`config.mk`:
```
export PLATFORM = sky130hd
export DESIGN_NAME = proc_ctrl_fsm
export DESIGN_NICKNAME = d
export VERILOG_FILES = /design/src/rtl/proc_ctrl_fsm.sv
export SDC_FILE = /design/constraint.sdc
export NUM_CORES = 1
export LEC_CHECK = 0
export BUFFER_PORTS_ARGS = -buffer_cell sky130_fd_sc_hd__buf_2
export CELL_PAD_IN_SITES_DETAIL_PLACEMENT = 0
export CELL_PAD_IN_SITES_GLOBAL_PLACEMENT = 1
export CORE_UTILIZATION = 36
export CTS_CLUSTER_DIAMETER = 200
export CTS_CLUSTER_SIZE = 28
export DETAILED_ROUTE_END_ITERATION = 6
export PLACE_DENSITY = 0.87
export SLEW_MARGIN = 20
export SYNTH_ARGS = -nofsm -noshare
export SYNTH_HDL_FRONTEND = slang
export SYNTH_SLANG_ARGS = --single-unit
```
`constraint.sdc`:
```
create_clock -name CLK -period 3.85 [get_ports CLK]
set_input_delay 0.1925 -clock CLK [delete_from_list [all_inputs] [get_ports CLK]]
set_output_delay 0.1925 -clock CLK [all_outputs]
set_load 0.005 [all_outputs]
```
`src/rtl/proc_ctrl_fsm.sv`:
```
// proc_ctrl_fsm: multi-cycle control unit for the 10-bit single-bus datapath.
// Optional feature macro: PROC_CTRL_PEEK_EN (register peek from idle state).
module proc_ctrl_fsm #(
    parameter int W    = 10,
    parameter int NREG = 4
) (
    input  logic            CLK,
    input  logic            RST,
    input  logic [W-1:0]    DIN,
    input  logic            Run,
    input  logic            Peek,
    output logic [NREG-1:0] Rin,
    output logic [NREG-1:0] Rout,
    output logic            ExtrnOut,
    output logic            Ain,
    output logic            Gin,
    output logic            Gout,
    output logic [2:0]      ALUop,
    output logic            PeekOut,
    output logic [1:0]      Tstep,
    output logic            Done
);

    typedef enum logic [1:0] {
        T0 = 2'd0,
        T1 = 2'd1,
        T2 = 2'd2,
        T3 = 2'd3
    } state_t;

    state_t         state;
    state_t         state_nxt;
    logic [W-1:0]   ir;
    logic [3:0]     opc;
    logic [1:0]     rx;
    logic [1:0]     ry;
    logic           is_alu;
    logic           is_not;
    logic [2:0]     alu_sel;

    assign opc    = ir[W-1 -: 4];
    assign rx     = ir[W-5 -: 2];
    assign ry     = ir[W-7 -: 2];
    assign is_alu = (opc >= 4'd2) && (opc <= 4'd5);
    assign is_not = (opc == 4'd6);
    assign Tstep  = state;

    // Low IR bits carry no meaning.
    wire unused_ir = ^ir[W-9:0];
`ifndef PROC_CTRL_PEEK_EN
    wire unused_peek = Peek;
`endif

    function automatic logic [NREG-1:0] onehot(input logic [1:0] idx);
        logic [NREG-1:0] v;
        v      = '0;
        v[idx] = 1'b1;
        return v;
    endfunction

    // State and instruction register; IR only captures in idle with Run.
    always_ff @(posedge CLK or posedge RST) begin
        if (RST) begin
            state <= T0;
            ir    <= '0;
        end else begin
            state <= state_nxt;
            if (state == T0 && Run)
                ir <= DIN;
        end
    end

    // Next-state: ALU and NOT take the three-step path, others finish in T1.
    always_comb begin
        state_nxt = state;
        case (state)
            T0:      state_nxt = Run ? T1 : T0;
            T1:      state_nxt = (is_alu || is_not) ? T2 : T0;
            T2:      state_nxt = T3;
            T3:      state_nxt = T0;
            default: state_nxt = T0;
        endcase
    end

    // ALU operation select from the opcode; NOT is the fallback.
    always_comb begin
        alu_sel = 3'd4;
        case (opc)
            4'd2:    alu_sel = 3'd0;
            4'd3:    alu_sel = 3'd1;
            4'd4:    alu_sel = 3'd2;
            4'd5:    alu_sel = 3'd3;
            default: alu_sel = 3'd4;
        endcase
    end

    // Control outputs decoded from state and IR; one bus driver at most.
    always_comb begin
        Rin      = '0;
        Rout     = '0;
        ExtrnOut = 1'b0;
        Ain      = 1'b0;
        Gin      = 1'b0;
        Gout     = 1'b0;
        ALUop    = 3'd0;
        PeekOut  = 1'b0;
        Done     = 1'b0;
        case (state)
            T0: begin
`ifdef PROC_CTRL_PEEK_EN
                if (!Run && Peek) begin
                    Rout    = onehot(DIN[1:0]);
                    PeekOut = 1'b1;
                end
`endif
            end
            T1: begin
                if (opc == 4'd0) begin
                    ExtrnOut = 1'b1;
                    Rin      = onehot(rx);
                    Done     = 1'b1;
                end else if (opc == 4'd1) begin
                    Rout = onehot(ry);
                    Rin  = onehot(rx);
                    Done = 1'b1;
                end else if (is_alu || is_not) begin
                    Rout = onehot(rx);
                    Ain  = 1'b1;
                end else begin
                    Done = 1'b1;
                end
            end
            T2: begin
                Gin   = 1'b1;
                ALUop = alu_sel;
                if (is_alu)
                    Rout = onehot(ry);
            end
            T3: begin
                Gout = 1'b1;
                Rin  = onehot(rx);
                Done = 1'b1;
            end
            default: ;
        endcase
    end

endmodule

```
==> impl_metrics.tcl, run 1 <==
set metrics [dict create \
    grt_max_degree 11 \
    hold_viol 0 \
    track_usage 0.148 \
    critPathTopFamily "compound AO/OA/AOI/OAI gates" \
    nets 119 \
    rows 15 \
    clkSlewWorstSetupHoldPaths_ns 0.06 \
    place_inst 119 \
    die_w_um 47.0 \
    cp.depth 6 \
    wl_per_cell_um 11.2 \
    r2r_start "Tstep[0]" \
    startpoint_type "flop" \
    area_growth_pct 25.7 \
    clock-sinks 10 \
    hold_end "ir[6]" \
    syn_inst 69 \
    overflow 0 \
    yosys_warnings 0 \
    grt_pass1_wl_um 2260 \
    crit_path_max_fanout 7 \
    root_buffer "clkbuf_4" \
    synth_top_area_share 0.343 \
    cp_slowest_cell "dfrtp_1" \
    max_freq_mhz 481 \
    r2r-end "ir[5]" \
    hold_depth 2 \
    netlist_area_um2 729 \
    max_cap_violations 0 \
    synth_cell_types 25 \
    holdCritStartpoint "DIN[6]" \
    powerDensity_nw_per_um2 711 \
    grt_pass1_vias 544 \
    die_h_um 47.0 \
    portBuffers 28 \
    end_kind "output pin" \
    synth_area_leader_cell "dfrtp_1" \
    crit_type "flop to output pin" \
    postCtsResizedCells 0 \
    finalWeightedCongestion 0.716 \
    dp_hpwl_um 1160 \
    vias 598 \
    postRouteWirelength_um 1390 \
    slowest_delay_ns 0.44 \
    hold_class "input port to flop" \
    skew_ns 0.000361 \
    core_area_um2 1820 \
    synth_seq_cells 10 \
    layout-drive-gt1-share 0.455 \
    drc 0 \
    seq_power_share 0.377 \
    p_clk_frac 0.137 \
    yosysSeqAreaShare 0.343 \
    cp_cell_sequence "inv_1 -> ha_1 -> nand2b_1 -> a221oi_2 -> a22o_1 -> buf_2" \
    firstDrtPassIters 3 \
    worstPathRequired_ns 3.66 \
    cts_htree_levels 1 \
    layoutNonFillerInstCount 124 \
    reg2reg_slack_ns 2.33 \
    antenna_cells 0 \
    setup_viol 0 \
    comb_power_share 0.487 \
    cts_tree "built" \
    ant_nets 0 \
    dieArea_um2 2210 \
    rsz0062_at_grt "false" \
    synth.avg_cell_area_um2 10.6 \
    p_switching_uw 263 \
    clk_latency_ns 0.25 \
    setup-tns-final_ns 0 \
    swShare 0.404 \
    cp.arrival_ns 1.89 \
    peakVddDrop_v 0.000428 \
    fin_crit_ns 2.08 \
    path_buf_inv 2 \
    io_pins 33 \
    numCtsBuffers 3 \
    finalMaxSlewViolations 0 \
    vias_per_cell 4.82 \
    status "completed" \
    yosys-top-cells-area "dfrtp_1 (34%), mux2_2 (15%), ha_1 (8.6%)" \
    grt_antenna_before_repair 0 \
    drt_iter0_drc 8 \
    synth_fp_nets 88 \
    r2r.worst_path.cells 4 \
    initial_core_util 0.401 \
    intPower_uw 389 \
    period_share 0.540 \
    clk_path_buf_depth 2 \
    leakage_nw 0.466 \
]
==> power groups by stage <==
stage          Combinational (mW)  Sequential [mW]  Clock (mW)
2_1_floorplan               0.280            0.210           0
3_3_place_gp                0.309            0.243           0
3_5_place_dp                0.320            0.248           0
4_1_cts                     0.322            0.246      0.0930
5_1_grt                     0.358            0.261      0.0975
6_report                    0.317            0.246      0.0893
==> per-layer routing <==
| layer | vias to the layer above | part of all wire | track usage |
|---|---|---|---|
| li1 | 304 | - | - |
| met1 | 284 | 0.44 | 0.189 |
| met2 | 10 | 0.54 | 0.253 |
| met3 | 0 | 0.014 | 0.0115 |
| met4 | 0 | 0 | 0.0686 |
| met5 | - | 0 | 0 |
==> registers in the layout, indices dropped and copies added, names as in the netlist, named ones only <==
signal,cells
Tstep,1
ir,8
==> final cells by class <==
| class | count | area (µm²) |
|---|---|---|
| multi-input cells | 53 | 438 |
| repair buffers | 29 | 150 |
| well taps | 25 | 31.3 |
| clock buffers | 4 | 36.3 |
| inverters | 3 | 11.3 |
| flip-flops and latches | 10 | 250 |
| fillers | 177 | 903 |
==> cell usage after synthesis (all sizes together) <==
cell / number
buf: 3
a221oi: 1
xnor2: 1
conb: 1
mux2: 10
nand2: 4
nor3: 2
inv: 3
a21oi: 1
nand3b: 1
a32o: 3
ha: 5
nor4b: 2
nor3b: 1
dfrtp: 10
and3: 4
o31ai: 1
and3b: 1
nand2b: 2
nor2b: 6
a22o: 1
nor2: 6
==> worst reg2reg max path: cells and delay by family, from the launching register on <==
kind	cells	cell delay (ns)
buffers and inverters	1	0.11
muxes	1	0.38
DFF	1	0.43
and+or+nand+nor	1	0.28
adders and majority gates	1	0.20
==> timing repair <==
| item | in CTS | in global routing |
|---|---|---|
| buffers inserted | 0 | 0 |
| endpoints found under the hold margin | 10 | 0 |
| hold buffers | 1 | 0 |
==> cells by family after synthesis <==
kind of cell	after synthesis	synth area share
fa+ha+maj	5	0.0858
other cells	1	0.00514
mux	10	0.154
xor+xnor	1	0.0120
buf+inv	6	0.0566
flops	10	0.343
compound gates	7	0.0909
simple gates	29	0.252
==> per-stage QoR <==
stage	total power [mW]	worst slack, ns	utilization	hold slack [ns]	area, µm²
floorplan	0.490	2.26	-	0.0327	729
global placement	0.552	2.09	0.478	0.166	871
detailed placement	0.568	2.04	0.478	0.175	871
CTS	0.661	1.74	0.504	0.159	917
global route	0.717	1.59	0.504	0.159	917
finish	0.652	1.77	0.504	0.165	917
==> worst max-delay path by stage <==
| stage | to | from | slack (ns) |
|---|---|---|---|
| final | Rout[3] | Tstep[0] | 1.77 |
| after detailed placement | Rout[3] | Tstep[0] | 2.04 |
| after global routing | Rout[3] | Tstep[0] | 1.59 |
| after floorplan | Rout[3] | Tstep[0] | 2.26 |
| after CTS | Rout[3] | Tstep[0] | 1.74 |
| after global placement | Rout[3] | Tstep[0] | 2.09 |
==> layout by cell type (no fill, tap or decap) <==
master	count
and3b_1	1
a22o_1	1
nor4b_4	1
clkbuf_8	1
nor2_1	6
nand2b_1	2
buf_2	28
dfrtp_1	10
o31ai_1	1
nor4b_1	1
conb_1	1
a32o_1	3
clkbuf_4	3
and3_1	3
nand3b_1	1
nor2b_1	6
and3_4	1
ha_1	5
dlygate4sd3_1	1
inv_1	3
xnor2_1	1
a21oi_1	1
nor3b_1	1
a221oi_2	1
mux2_2	10
nor3_1	2
nand2_1	4
No activity file was read; power rests on OpenSTA's default activity.
==> run 2, diff against run 1 <==
--- a/config.mk
+++ b/config.mk
@@ -8,11 +8,11 @@
 export BUFFER_PORTS_ARGS = -buffer_cell sky130_fd_sc_hd__buf_2
 export CELL_PAD_IN_SITES_DETAIL_PLACEMENT = 0
 export CELL_PAD_IN_SITES_GLOBAL_PLACEMENT = 1
-export CORE_UTILIZATION = 36
+export CORE_UTILIZATION = 30
 export CTS_CLUSTER_DIAMETER = 200
 export CTS_CLUSTER_SIZE = 28
 export DETAILED_ROUTE_END_ITERATION = 6
-export PLACE_DENSITY = 0.87
+export PLACE_DENSITY = 0.78
 export SLEW_MARGIN = 20
 export SYNTH_ARGS = -nofsm -noshare
 export SYNTH_HDL_FRONTEND = slang
==> constraint.sdc (replaced) <==
create_clock -name CLK -period 1.7 [get_ports CLK]
set_input_delay 0.085 -clock CLK [delete_from_list [all_inputs] [get_ports CLK]]
set_output_delay 0.085 -clock CLK [all_outputs]
set_load 0.005 [all_outputs]
==> run 2 against run 1 <==
Against the previous run:
- the run now ends with negative setup slack left
- power rose to 2.7 times the previous value
- sequential cell count unchanged
- die area grew 19%
- clock-buffer cell count stayed put
- clock skew grew 0.0065 ns
- hold slack got worse by 0.12 ns
- critical path type unchanged
- critical endpoint unchanged
- largest cell class unchanged
==> impl_metrics.tcl, run 2 (synthesized netlist as in run 1, its figures left out) <==
set metrics [dict create \
    dieArea_um2 2630 \
    ant_nets 0 \
    max_cap_violations 0 \
    firstDrtPassIters 4 \
    numCtsBuffers 3 \
    period_share 1.05 \
    track_usage 0.142 \
    final_common_cell "buf_2" \
    finalWeightedCongestion 0.725 \
    final_util 0.476 \
    setup_viol 4 \
    place_inst 124 \
    startpoint_type "flop" \
    grt_pass1_wl_um 2690 \
    whs_ns 0.0468 \
    reg2reg_slack_ns 0.26 \
    critPathTopFamily "compound AO/OA/AOI/OAI gates" \
    cts_tree "built" \
    layout_common_cells "buf_2 (28), mux2_2 (10), dfrtp_1 (8), buf_4 (8), nor2b_1 (6)" \
    largest_reg_flops 8 \
    largest_register "ir" \
    grt_pass1_vias 643 \
    crit_path_max_fanout 4 \
    io_pins 33 \
    fin_ws_ns -0.0807 \
    slowest_delay_ns 0.39 \
    grt_antenna_before_repair 0 \
    leakage_nw 0.535 \
    dp_hpwl_um 1220 \
    fin_crit_ns 1.78 \
    skew_ns 0.00691 \
    finalMaxSlewViolations 0 \
    area_growth_pct 47.0 \
    violations "negative setup slack" \
    cp_slowest_cell "dfrtp_1" \
    hold_viol 0 \
    initial_core_util 0.324 \
    clk_latency_ns 0.26 \
    nets 128 \
    layoutNonFillerInstCount 136 \
    die_h_um 51.3 \
    grt_max_degree 11 \
    postRouteWirelength_um 1780 \
    drc 0 \
    total_power_mw 1.79 \
    max_freq_mhz 562 \
    root_buffer "clkbuf_4" \
    status "complete, but fails checks" \
    worstPathRequired_ns 1.62 \
    end_kind "output pin" \
    drt_iter0_drc 12 \
    layout-drive-gt1-share 0.611 \
    overflow 0 \
    clkSlewWorstSetupHoldPaths_ns 0.08 \
    crit_type "flop to output pin" \
    peakVddDrop_v 0.000622 \
    clk_path_buf_depth 2 \
    hold_class "input port to flop" \
    wl_per_cell_um 13.1 \
    powerDensity_nw_per_um2 1670 \
    cp_cell_sequence "buf_4 -> ha_4 -> nand2b_4 -> a221oi_4 -> a22o_1 -> buf_2" \
    rows 17 \
    clock-sinks 10 \
    cts_htree_levels 1 \
    vias_per_cell 5.00 \
    cp.arrival_ns 1.70 \
    antenna_cells 0 \
    portBuffers 28 \
    core_area_um2 2250 \
    die_w_um 51.3 \
    path_buf_inv 2 \
    rsz0062_at_grt "true" \
    vias 680 \
]
==> run 2: path summary, 6_finish.rpt <==
path	start	to	cells past startpoint
worst max-delay path	flop	Rout[3]	6
worst min-delay path	DIN[4]	ir[4]	2
worst max register to register	flop	ir[7]	4
worst min register to register	ir[2]	ir[2]	1
max in group asynchronous	RST	ir[7]	3
min in group asynchronous	RST	ir[4]	3
==> run 2: where the power goes <==
part	leakage, nW	internal, mW	switching (mW)
clock network	0.0210	0.130	0.0864
registers	0.117	0.359	0.238
logic	0.397	0.561	0.416
==> run 2: metal layers <==
layer | track usage | vias up | part of all wire | routed length [µm]
met5 | 0 | - | 0 | 0
met4 | 0.0991 | 0 | 0.015 | 27
met3 | 0.0179 | 2 | 0.035 | 62
met2 | 0.270 | 19 | 0.53 | 943
met1 | 0.139 | 337 | 0.42 | 744
li1 | - | 322 | - | -
==> run 2: layout make-up <==
class	instances	area, µm²
repair buffers	38	221
flip-flops and latches	10	253
multi-input cells	53	515
fillers	228	1180
inverters	3	11.3
clock buffers	4	36.3
well taps	28	35.0
==> run 2: what timing repair did <==
| action | in CTS | in global routing |
|---|---|---|
| setup buffers | 3 | 4 |
| pin swaps | 5 | 4 |
| setup endpoints to repair | 9 | 8 |
| resized for setup | 12 | 6 |
| hold buffers | 1 | 0 |
| endpoints found under the hold margin | 10 | 0 |
==> run 2: stage by stage <==
step	setup slack (ns)	TNS [ns]	cell area, µm²
4_1_cts	-0.0980	-0.279	1020
3_3_place_gp	0.123	0	890
3_5_place_dp	0.0517	0	890
6_report	-0.0807	-0.225	1070
2_1_floorplan	0.220	0	729
5_1_grt	-0.191	-0.641	1070
==> run 3, diff against run 2 <==
--- a/config.mk
+++ b/config.mk
@@ -13,6 +13,7 @@
 export CTS_CLUSTER_SIZE = 28
 export DETAILED_ROUTE_END_ITERATION = 6
 export PLACE_DENSITY = 0.78
+export SETUP_SLACK_MARGIN = 0.1
 export SLEW_MARGIN = 20
 export SYNTH_ARGS = -nofsm -noshare
 export SYNTH_HDL_FRONTEND = slang
==> run 3 against run 2 <==
Against the previous run:
- the flow still finishes with violations (negative setup slack)
- maximum frequency rose by 0.24%
- sequential share of layout area is 0.11 points lower
- critical endpoint unchanged
- clock skew barely moved
- via count up 0.59%
- clock-buffer cell count stayed put
- sequential power barely moved
- register-to-register slack barely moved
==> impl_metrics.tcl, run 3 (synthesized netlist as in run 1, its figures left out) <==
set metrics [dict create \
    fin_ws_ns -0.0764 \
    antenna_cells 0 \
    die_h_um 51.3 \
    dp_hpwl_um 1220 \
    layout_common_cells "buf_2 (28), mux2_2 (10), buf_4 (9), dfrtp_1 (8), nor2b_1 (6)" \
    rows 17 \
    finalWeightedCongestion 0.725 \
    crit_type "flop to output pin" \
    overflow 0 \
    wl_per_cell_um 12.8 \
    grt_antenna_before_repair 0 \
    violations "negative setup slack" \
    numCtsBuffers 3 \
    setup_viol 5 \
    cts_htree_levels 1 \
    multi_input_area_um2 513 \
    whs_ns 0.0470 \
    root_buffer "clkbuf_4" \
    clock-sinks 10 \
    postRouteWirelength_um 1750 \
    initial_core_util 0.324 \
    period_share 1.04 \
    firstDrtPassIters 4 \
    peakVddDrop_v 0.000634 \
    end_kind "output pin" \
    portBuffers 28 \
    cp.arrival_ns 1.69 \
    grt_pass1_wl_um 2680 \
    fillers 229 \
    worstPathRequired_ns 1.62 \
    max_cap_violations 0 \
    regArea_um2 253 \
    vias 684 \
    dieArea_um2 2630 \
    vias_per_cell 4.99 \
    slowest_delay_ns 0.39 \
    skew_ns 0.00689 \
    rsz0062_at_grt "true" \
    clkSlewWorstSetupHoldPaths_ns 0.08 \
    cp_slowest_cell "dfrtp_1" \
    cp_cell_sequence "buf_4 -> ha_4 -> nand2b_4 -> a221oi_4 -> a22o_1 -> buf_2" \
    largest_reg_flops 8 \
    hold_viol 0 \
    hold_class "input port to flop" \
    powerDensity_nw_per_um2 1670 \
    area_growth_pct 47.7 \
    grt_pass1_vias 643 \
    crit_path_max_fanout 4 \
    io_pins 33 \
    drc 0 \
    layout-drive-gt1-share 0.624 \
    max_freq_mhz 563 \
    largest_register "ir" \
    cts_tree "built" \
    clk_latency_ns 0.26 \
    final_common_cell "buf_2" \
    ant_nets 0 \
    die_w_um 51.3 \
    finalMaxSlewViolations 0 \
    status "complete, but fails checks" \
    drt_iter0_drc 12 \
    track_usage 0.141 \
    nets 129 \
    total_power_mw 1.80 \
    startpoint_type "flop" \
    fin_crit_ns 1.78 \
    core_area_um2 2250 \
    leakage_nw 0.538 \
    clk_path_buf_depth 2 \
    grt_max_degree 11 \
]
-- run 3: area by class of cell --
type | instances | share of cell area
Sequential cell | 10 | 0.235
Clock buffer | 4 | 0.0337
Tap cell | 28 | 0.0325
Inverter | 3 | 0.0105
Multi-Input combinational cell | 53 | 0.476
Timing Repair Buffer | 39 | 0.213
-- run 3: layer usage --
| layer | global-route usage | vias to the layer above | part of all wire |
|---|---|---|---|
| met5 | 0 | - | 0 |
| met4 | 0.0991 | 0 | 0.015 |
| met3 | 0.0179 | 2 | 0.040 |
| met2 | 0.270 | 23 | 0.52 |
| met1 | 0.137 | 333 | 0.43 |
| li1 | - | 326 | - |
-- run 3: final timing paths --
check | from | to | slack, ns | depth (start not counted)
max in group asynchronous | RST | ir[7] | 1.07 | 3
worst max-delay path | flop | Rout[3] | -0.08 | 6
min in group asynchronous | RST | ir[4] | 0.33 | 3
worst min register to register | ir[2] | ir[2] | 0.59 | 1
worst max register to register | flop | ir[7] | 0.26 | 4
worst min-delay path | DIN[4] | ir[4] | 0.05 | 2
-- run 3: stage by stage --
stage,instances,setup slack [ns],setup TNS (ns),util,area (µm²)
final,137,-0.0764,-0.218,0.478,1080
after global routing,137,-0.187,-1.00,0.478,1080
after floorplan,69,0.220,0,-,729
after global placement,124,0.123,0,0.395,890
after CTS,132,-0.0980,-0.279,0.452,1020
after detailed placement,124,0.0517,0,0.395,890
-- run 3: what timing repair did --
| item | in CTS | in global routing |
|---|---|---|
| hold buffers | 1 | 0 |
| gates resized for setup | 13 | 5 |
| setup endpoints to repair | 10 | 12 |
| pin swaps | 5 | 7 |
| buffers inserted | 3 | 5 |
| endpoints found under the hold margin | 10 | 0 |
-- run 3: worst max-delay path: cells and delay by family, from the launching register on --
kind / cells / cell delay [ns]
adders and majority gates: 1 / 0.17
buffers and inverters: 2 / 0.25
AOI/OAI and AO/OA: 2 / 0.56
and+or+nand+nor: 1 / 0.06
DFF: 1 / 0.39
-- run 3: report_power, final --
part	internal, mW	switching, mW	leakage, nW
Combinational	0.572	0.413	0.400
Sequential	0.359	0.241	0.117
Clock	0.130	0.0862	0.0210
Total	1.06	0.740	0.538
